File: config.mk
export PLATFORM = sky130hd
export DESIGN_NAME = adder
export DESIGN_NICKNAME = d
export VERILOG_FILES = /design/src/rtl/adder.sv
export SDC_FILE = /design/constraint.sdc
export NUM_CORES = 1
export LEC_CHECK = 0
export CAP_MARGIN = 20
export CORE_MARGIN = 2
export CORE_UTILIZATION = 27
export CTS_CLUSTER_DIAMETER = 150
export DETAILED_ROUTE_END_ITERATION = 16
export GPL_TIMING_DRIVEN = 0
export PLACE_DENSITY = 0.76
export SYNTH_ARGS = -nofsm -noshare
export SYNTH_HDL_FRONTEND = slang
export SYNTH_SLANG_ARGS = --single-unit
File: constraint.sdc
create_clock -name clk -period 56.4 [get_ports clk]
set_input_delay 5.64 -clock clk [delete_from_list [all_inputs] [get_ports clk]]
set_output_delay 5.64 -clock clk [all_outputs]
set_load 0.03 [all_outputs]
File: src/rtl/adder.sv
// ============================================================================
// adder: ripple-carry two's-complement adder/subtractor, combinational result
// and flags, plus a registered copy of {V,Cout,Z,N}.  Revision 1.0
// ============================================================================
`default_nettype none

module adder #(
   parameter int WIDTH = 64
) (
   input  logic             clk,
   input  logic             rst,
   input  logic [WIDTH-1:0] A,
   input  logic [WIDTH-1:0] B,
   input  logic             M,
   output logic [WIDTH-1:0] S,
   output logic             Cout,
   output logic             V,
   output logic             Z,
   output logic             N,
   output logic [3:0]       flags_q
);

   logic [WIDTH-1:0] bx;

   assign bx = B ^ {WIDTH{M}};

   // Carries live inside each cell so the chain is a set of scalar nets
   for (genvar i = 0; i < WIDTH; i++) begin : g_fa
      logic ci;
      logic co;
      if (i == 0) begin : g_lsb
         assign ci = M;
      end else begin : g_chain
         assign ci = g_fa[i-1].co;
      end
      assign S[i] = A[i] ^ bx[i] ^ ci;
      assign co   = (A[i] & bx[i]) | (ci & (A[i] ^ bx[i]));
   end

   assign Cout = g_fa[WIDTH-1].co;
   assign V    = g_fa[WIDTH-1].co ^ g_fa[WIDTH-1].ci;
   assign Z    = ~|S;
   assign N    = S[WIDTH-1];

   always_ff @(posedge clk) begin
      if (rst) begin
         flags_q <= 4'b0000;
      end else begin
         flags_q <= {V, Cout, Z, N};
      end
   end

endmodule

`default_nettype wire

# Yosys cells after proc, flatten, opt, wreduce, memory -nomap -nowiden
# Cells that the tools add are included.
[op_classes]
bitwise_logic = 322
reduce_logical = 2
[ops]
columns = ["cell", "count"]
rows = [
  ["bitwise XOR 1 bit", 129],
  ["AND 1 bit", 128],
  ["bitwise OR 1 bit", 64],
  ["OR reduction 64 bit", 1],
  ["bitwise XOR 64 bit", 1],
  ["zero test 1 bit", 1],
]
[totals]
out_inout_bits = 72
input_bits = 131
register_bits = 4
elab_cells = 325

# Logic depth before layout (Yosys ltp)
# Gate-level depths: netlist (run 1).
[depth]
depth_word = 131
depth_mapped = 73

# Worst setup path before layout (run 1)
# OpenSTA, ideal clock, no wires.
[synth_path]
kind = "input-to-output"
startpoint = "input port M"
endpoint = "output port Z"
cell_stages = 73
setup_slack_ps = 16957
t_required_ps = 50760
t_arrival_ps = 33803
path_cell_list = "clkbuf_1 > buf_2 > mux2i_1 > fa_1 > fa_1 > fa_1 > fa_1 > fa_1 > fa_1 > fa_1 > fa_1 > fa_1 > fa_1 > fa_1 > fa_1 > fa_1 > fa_1 > fa_1 > (+37 left out) > fa_1 > fa_1 > fa_1 > fa_1 > fa_1 > fa_1 > fa_1 > inv_1 > fa_1 > inv_1 > fa_1 > fa_1 > inv_1 > fa_1 > nand4b_1 > nor3_1 > nand4_1 > nor2_1"
[synth_via]
elab_chain_cells = 131
[synth_rtl]
columns = ["item", "line", "text"]
rows = [
  ["start, declared", "14", "input logic M,"],
  ["bitwise XOR 64 bit", "25", "assign bx = B ^ {WIDTH{M}};"],
  ["bitwise XOR 1 bit", "37", "assign co = (A[i] & bx[i]) | (ci & (A[i] ^ bx[i]));"],
  ["AND 1 bit", "37", ""],
  ["bitwise OR 1 bit", "37", ""],
  ["AND 1 bit", "37", ""],
  ["bitwise OR 1 bit", "37", ""],
  ["AND 1 bit", "37", ""],
  ["bitwise OR 1 bit", "37", ""],
  ["(+116 left out)", "n/a", ""],
  ["AND 1 bit", "37", ""],
  ["bitwise OR 1 bit", "37", ""],
  ["AND 1 bit", "37", ""],
  ["bitwise OR 1 bit", "37", ""],
  ["bitwise XOR 1 bit *", "36", "assign S[i] = A[i] ^ bx[i] ^ ci;"],
  ["net N", "19", "output logic N,"],
  ["OR reduction 64 bit *", "42", "assign Z = ~|S;"],
  ["zero test 1 bit *", "42", ""],
  ["end, declared", "18", "output logic Z,"],
]
# The timed path passes the listed nets; every way through them passes the cells marked *.

# Final worst setup path (run 1)
[layout_path]
startpoint = "input port M"
endpoint = "output port Z"
[layout_via]
elab_chain_cells = 131
[layout_rtl]
columns = ["item", "line"]
rows = [
  ["bitwise XOR 64 bit", "25"],
  ["bitwise XOR 1 bit", "36, 37"],
  ["AND 1 bit", "37"],
  ["bitwise OR 1 bit", "37"],
  ["AND 1 bit", "37"],
  ["bitwise OR 1 bit", "37"],
  ["AND 1 bit", "37"],
  ["bitwise OR 1 bit", "37"],
  ["(+115 left out)", "n/a"],
  ["bitwise OR 1 bit", "37"],
  ["AND 1 bit", "37"],
  ["bitwise OR 1 bit", "37"],
  ["AND 1 bit", "37"],
  ["bitwise OR 1 bit", "37"],
  ["bitwise XOR 1 bit", "36"],
  ["OR reduction 64 bit *", "42"],
  ["zero test 1 bit *", "42"],
]
# Every way passes the cells marked *; elsewhere a longest branch is shown, timed or not.

==> results by group, run 1 <==
STA
  – Final min period: between 40 and 50 ns
  – RSZ-0062 raised after global routing: no
  – Actual slew at the worst max-slew pin: 0.5307 ns
  – Final slew viol count: 0
  – Worst hold slack: a little over 6 ns
  – Final hold violation count: 0
  – Setup TNS: 0 ns
  – Fmax: 23.62 MHz
  – Period utilization: between 70% and 80%
  – Setup violators final: 0
  – Relative slew slack: approximately 65%

Clock network
  – Post-CTS setup buffer count: 0
  – Num CTS Buffers: 3
  – Hold Buf Count CTS: 0
  – Root buf cell: clkbuf_8
  – Worst-path clk slew: roughly 0.030 ns
  – CTS tree: built
  – H-tree depth: 1
  – # resized after CTS: 0
  – Clk buf depth: 2
  – # clock sinks: 4

Floorplanning
  – Ports: slightly above 200
  – Die width: a little over 100 µm
  – Num rows: 35
  – DIE AREA: around 10000 µm²
  – Core ar.: just over 9000 µm²
  – Die height: just over 100 µm
  – Starting density of the core: between 20 and 30%

Routing
  – Initial DRC count: 30
  – Wire per inst: roughly 15 µm
  – Via density: a little over 4
  – WL final: 9493 µm
  – DRC violations left: 0
  – Post-route ant nets: 0
  – Drt first pass iters: 4
  – Via Count: about 2.5k

Setup path
  – Cell mode on critical path: fa_1
  – Worst Path Max Fanout: 10
  – Crit path launch type: input pin
  – CP required: a little over 50 ns
  – Critical path class: input pin to primary output
  – Critical Path AT: between 30 and 40 ns
  – CP max stage delay: around 0.70 ns
  – CP Capture Type: primary output
  – CP max stage cell: clkdlybuf4s50_1

Flow run
  – Max-Cap Viols: 0

Placed design
  – Placed Instance Area: about 4800 µm²
  – Port bufs: ~200
  – Dpl hpwl: about 9000 µm
  – GP Congestion: 0.8471

Cells and area
  – Finished Cell Area: about 4800 µm²
  – Most frequent cells in the layout: 201 x clkdlybuf4s50_1, 124 x inv_1, 63 x fa_1
  – Layout cells sized above 1: between 2 and 3%
  – Commonest non-fill, non-tap cell in the layout: clkdlybuf4s50_1
  – Fin nets: about 700
  – Largest Register: flags_q
  – Antenna diodes: 0
  – Area Growth Syn to Fin: 85.01%
  – Max reg flops: 4
  – Biggest regs: flags_q (4)

Logic synthesis
  – Register area share after synthesis: under 10%
  – Ys Warns: 0
  – Mapped cell area: around 2600 µm²
  – Number of unique standard cell types used by synthesis: 20
  – Syn Area/Cell: approximately 8.9 µm²
  – Flops & latches, synth: 4
  – Mapped Cells: 293
  – Mapped Nets: roughly 490

Global route
  – Initial antenna violation count: 0
  – Global-route wire length before repair: 14100 µm
  – GRT Total Usage: approximately 18%
  – Vias in the first global route: between 2k and 3k
  – Overflow after GRT: 0
  – Largest net degree at the start of global routing: 11

Power
  – Leak Pwr: about 0.0022 µW
  – Power, Total: approximately 120 µW
  – VDD IR max: 0.01325 mV
  – PD cells: 25.20 nW/µm²

Run status
  – Status: finished, final reports clean

Worst hold path
  – Hold Path Class: input pin to flop
## synthesized netlist by cell type
| library cell | n | area, µm² |
|---|---|---|
| xnor2_1 | 62 | 543.0 |
| nor2_1 | 2 | 7.510 |
| nor4_1 | 2 | 12.51 |
| fa_1 | 63 | 1261 |
| buf_2 | 6 | 30.03 |
| xor2_1 | 3 | 26.28 |
| mux2i_1 | 1 | 10.01 |
| or4_1 | 1 | 7.510 |
| dfxtp_1 | 4 | 80.08 |
| or4_4 | 1 | 11.26 |
| clkbuf_1 | 1 | 3.750 |
| inv_2 | 1 | 3.750 |
| nor2b_1 | 3 | 18.77 |
| nor3_2 | 1 | 10.01 |
| buf_4 | 1 | 7.510 |
| inv_1 | 124 | 465.5 |
| nor3_1 | 1 | 5.000 |
| nand4_1 | 14 | 87.58 |
| nand3_1 | 1 | 5.000 |
| nand4b_1 | 1 | 8.760 |
## report_power, final
group	total (µW)	internal (µW)	switching, µW
clock	5.83	4.53	1.30
sequential	3.27	3.19	0.0746
combinational	112	50.5	61.9
## layout make-up
class / instances / area, µm²
fill: 866 / 4464
buffer: 8 / 41.29
inverter: 125 / 469.2
sequential: 4 / 80.08
tap: 129 / 161.4
clock buffer: 3 / 41.29
timing repair buffer: 201 / 2012
multi-input combinational: 156 / 2014
## per-layer routing
layer / global-route usage, % / part of all wire (%) / up-vias
li1: - / - / 1203
met1: 21.34 / 38 / 1210
met2: 34.36 / 54 / 118
met3: 2.804 / 7.4 / 2
met4: 1.744 / 0.29 / 0
met5: 0 / 0 / -
## cells by family (layout without fill, tap and decap cells)
family                   after synthesis  count (layout)  share of synthesized area, %
adder cells (fa/ha/maj)               63              63                         48.42
flip-flops                             4               4                         3.074
AND/OR/NAND/NOR                       27              27                         6.676
XOR/XNOR                              65              65                         21.85
buffers and inverters                133             337                         19.60
multiplexers                           1               1                        0.3843
## final timing paths
check	slack, ns	depth (start not counted)	startpoint	to
hold / removal	6.06	2	rst	flags_q[0]$_SDFF_PP0_
setup / recovery	14.07	74	M	Z
## critical path: cells and delay by family
family,cells,cell delay [ns]
adder cells (fa/ha/maj),63,27.91
buffers and inverters,6,1.79
AND/OR/NAND/NOR,4,1.12
multiplexers,1,0.18
## metrics by stage
step | cells | util (%) | setup WS, ns
after global routing | 626 | 51.91 | 12.95
after CTS | 626 | 51.91 | 13.77
final | 626 | 51.91 | 14.07
after floorplan | 293 | - | 16.96
after global placement | 623 | 51.47 | 14.25
after detailed placement | 623 | 51.47 | 13.90
(Power assumes the default switching activity.)
==> inputs of run 2 (changes only) <==
Clock period 56.4 ns to 41.9 ns, I/O delays scaled along.
==> results of run 2 <==
The final DEF is identical to that of run 1. Status: finished, final reports clean.
Main changes from that run: setup slack after placement 13.90 ns -> 2.304 ns; setup slack after layout 14.07 ns -> 2.471 ns; hold slack 6.063 ns -> 4.613 ns; total power 121.5 µW -> 163.5 µW; worst IR drop on VDD 0.01325 mV -> 0.01784 mV
==> inputs of run 3 (changes only) <==
Settings changed: MAX_ROUTING_LAYER set to met4, REMOVE_ABC_BUFFERS set to 1.
==> run 3 against run 2 <==
Net effect: clock power is 4.3% higher; utilization shrank 0.15 points; sequential power hardly changed; sequential share of layout area hardly changed; largest power group unchanged.
==> results by group, run 3 (synthesis gave the netlist of run 1 again) <==
Cells and area
  – Commonest non-fill, non-tap cell in the layout: clkdlybuf4s50_1
  – Fin nets: 687 (-0.87%)
  – Layout cells sized above 1: 1.629% (-0.99 points)
  – Most frequent cells in the layout: 201 x clkdlybuf4s50_1, 124 x inv_1, 63 x fa_1
  – Area Growth Syn to Fin: 84.49%
  – Max reg flops: 4 (unchanged)
  – Biggest regs: flags_q (4)
  – Largest Register: flags_q
  – Antenna diodes: 0 (unchanged)

Global route
  – Global routing's busiest layer: met2
  – Vias in the first global route: 2834 (-0.18%)
  – Met2 usage in global routing: 32.89% (-1.5 points)
  – Met1 Use GR: 20.81% (-0.53 points)
  – Global-route wire length before repair: 13660 µm (-3.1%)
  – GRT Total Usage: 17.64% (-0.12 points)
  – Largest net degree at the start of global routing: 35 (+24)
  – Initial antenna violation count: 0 (unchanged)
  – GR Util met3: 1.778% (-1.0 points)
  – Overflow after GRT: 0 (unchanged)

Setup path
  – Buf+Inv Stages, Crit Path: 6 (unchanged)
  – Critical Path AT: between 30 and 40 ns
  – CP Capture Type: primary output
  – Worst Path Max Fanout: 34 (+24)
  – CP required: 37.71 ns
  – Critical path class: input pin to primary output
  – CP delay by family, top: adder cells
  – CP max stage cell: clkdlybuf4s50_1
  – Cell mode on critical path: fa_1
  – Crit path launch type: input pin
  – CP max stage delay: 0.69 ns (about the same)
  – WP depth: 74 (unchanged)

STA
  – Fmax: between 20 and 30 MHz
  – Final setup margin: around 3.0 ns
  – RSZ-0062 raised after global routing: no
  – Relative slew slack: 64.19% (-0.43 points)
  – Final slew viol count: 0 (unchanged)
  – Final hold violation count: 0 (unchanged)
  – Setup TNS: 0 ns (unchanged)
  – Period utilization: between 90% and 100%
  – Final min period: between 30 and 40 ns
  – Actual slew at the worst max-slew pin: 0.5371 ns (+0.006417 ns)
  – Setup violators final: 0 (unchanged)

Clock network
  – Hold Buf Count CTS: 0 (unchanged)
  – H-tree depth: 1 (unchanged)
  – # clock sinks: 4 (unchanged)
  – Num CTS Buffers: 3 (unchanged)
  – Worst-path clk slew: 0.03 ns (about the same)
  – Root buf cell: clkbuf_8
  – CTS tree: built
  – Post-CTS setup buffer count: 0 (unchanged)
  – Clk buf depth: 2 (unchanged)
  – # resized after CTS: 0 (unchanged)

Floorplanning
  – Core ar.: 9284 µm² (unchanged)
  – Die width: 102.2 µm (unchanged)
  – DIE AREA: 10450 µm² (unchanged)
  – Starting density of the core: 28.06% (unchanged)
  – Die height: 102.2 µm (unchanged)
  – Num rows: 35 (unchanged)
  – Ports: 203 (unchanged)

Routing
  – Post-route ant nets: 0 (unchanged)
  – Drt first pass iters: 4 (unchanged)
  – WL final: 9014 µm (-5.0%)
  – DRC violations left: 0 (unchanged)
  – Via density: 4.085 (+0.97%)
  – Wire per inst: 14.54 µm (-4.1%)
  – Via Count: 2533 (unchanged)
  – Initial DRC count: 28 (-6.7%)

Power
  – Leak Pwr: 0.002145 µW (-0.71%)
  – VDD IR max: 0.02054 mV
  – PD cells: between 30 and 40 nW/µm²

Run status
  – Status: finished, final reports clean

Placed design
  – Pre-CTS setup slack: 2.667 ns
  – Port bufs: 202 (+0.50%)
  – Dpl hpwl: 8393 µm (-5.6%)
  – GP Congestion: 0.8102 (-4.4%)

Worst hold path
  – Hold Path Class: input pin to flop
  – Number of cells on the worst hold path: 2 (unchanged)

Flow run
  – Max-Cap Viols: 0 (unchanged)
[run 3: final timing paths]
kind	from	end	slack, ns
setup / recovery	M	Z	3.02
hold / removal	rst	flags_q[2]$_SDFF_PP0_	4.62
[run 3: power by group]
part	switching (µW)	internal (µW)	total, µW
Clock	2.06	6.13	8.19
Sequential	0.0940	4.30	4.39
Combinational	83.0	67.5	151
Total	85.2	78.0	163
[run 3: routing by layer]
layer,wire length [µm],vias to the layer above
met4,104,0
met3,680,11
met5,0,-
met2,4655,130
met1,3573,1204
li1,-,1188
[run 3: through the flow]
step / power (µW) / hold slack (ns) / instances / utilization (%) / area [µm²]
final: 163.1 / 4.616 / 620 / 51.77 / 4806
after CTS: 165.6 / 4.613 / 620 / 51.77 / 4806
after floorplan: 87.83 / 4.260 / 285 / - / 2564
after global routing: 175.3 / 4.630 / 620 / 51.77 / 4806
after detailed placement: 156.8 / 4.833 / 617 / 51.32 / 4765
after global placement: 154.7 / 4.833 / 616 / 51.13 / 4747
[run 3: final cells by class]
class | count | area [µm²]
clock buffer | 3 | 41.29
fill | 880 | 4478
inverter | 125 | 469.2
multi-input combinational | 156 | 2014
sequential | 4 | 80.08
tap | 129 | 161.4
timing repair buffer | 203 | 2039
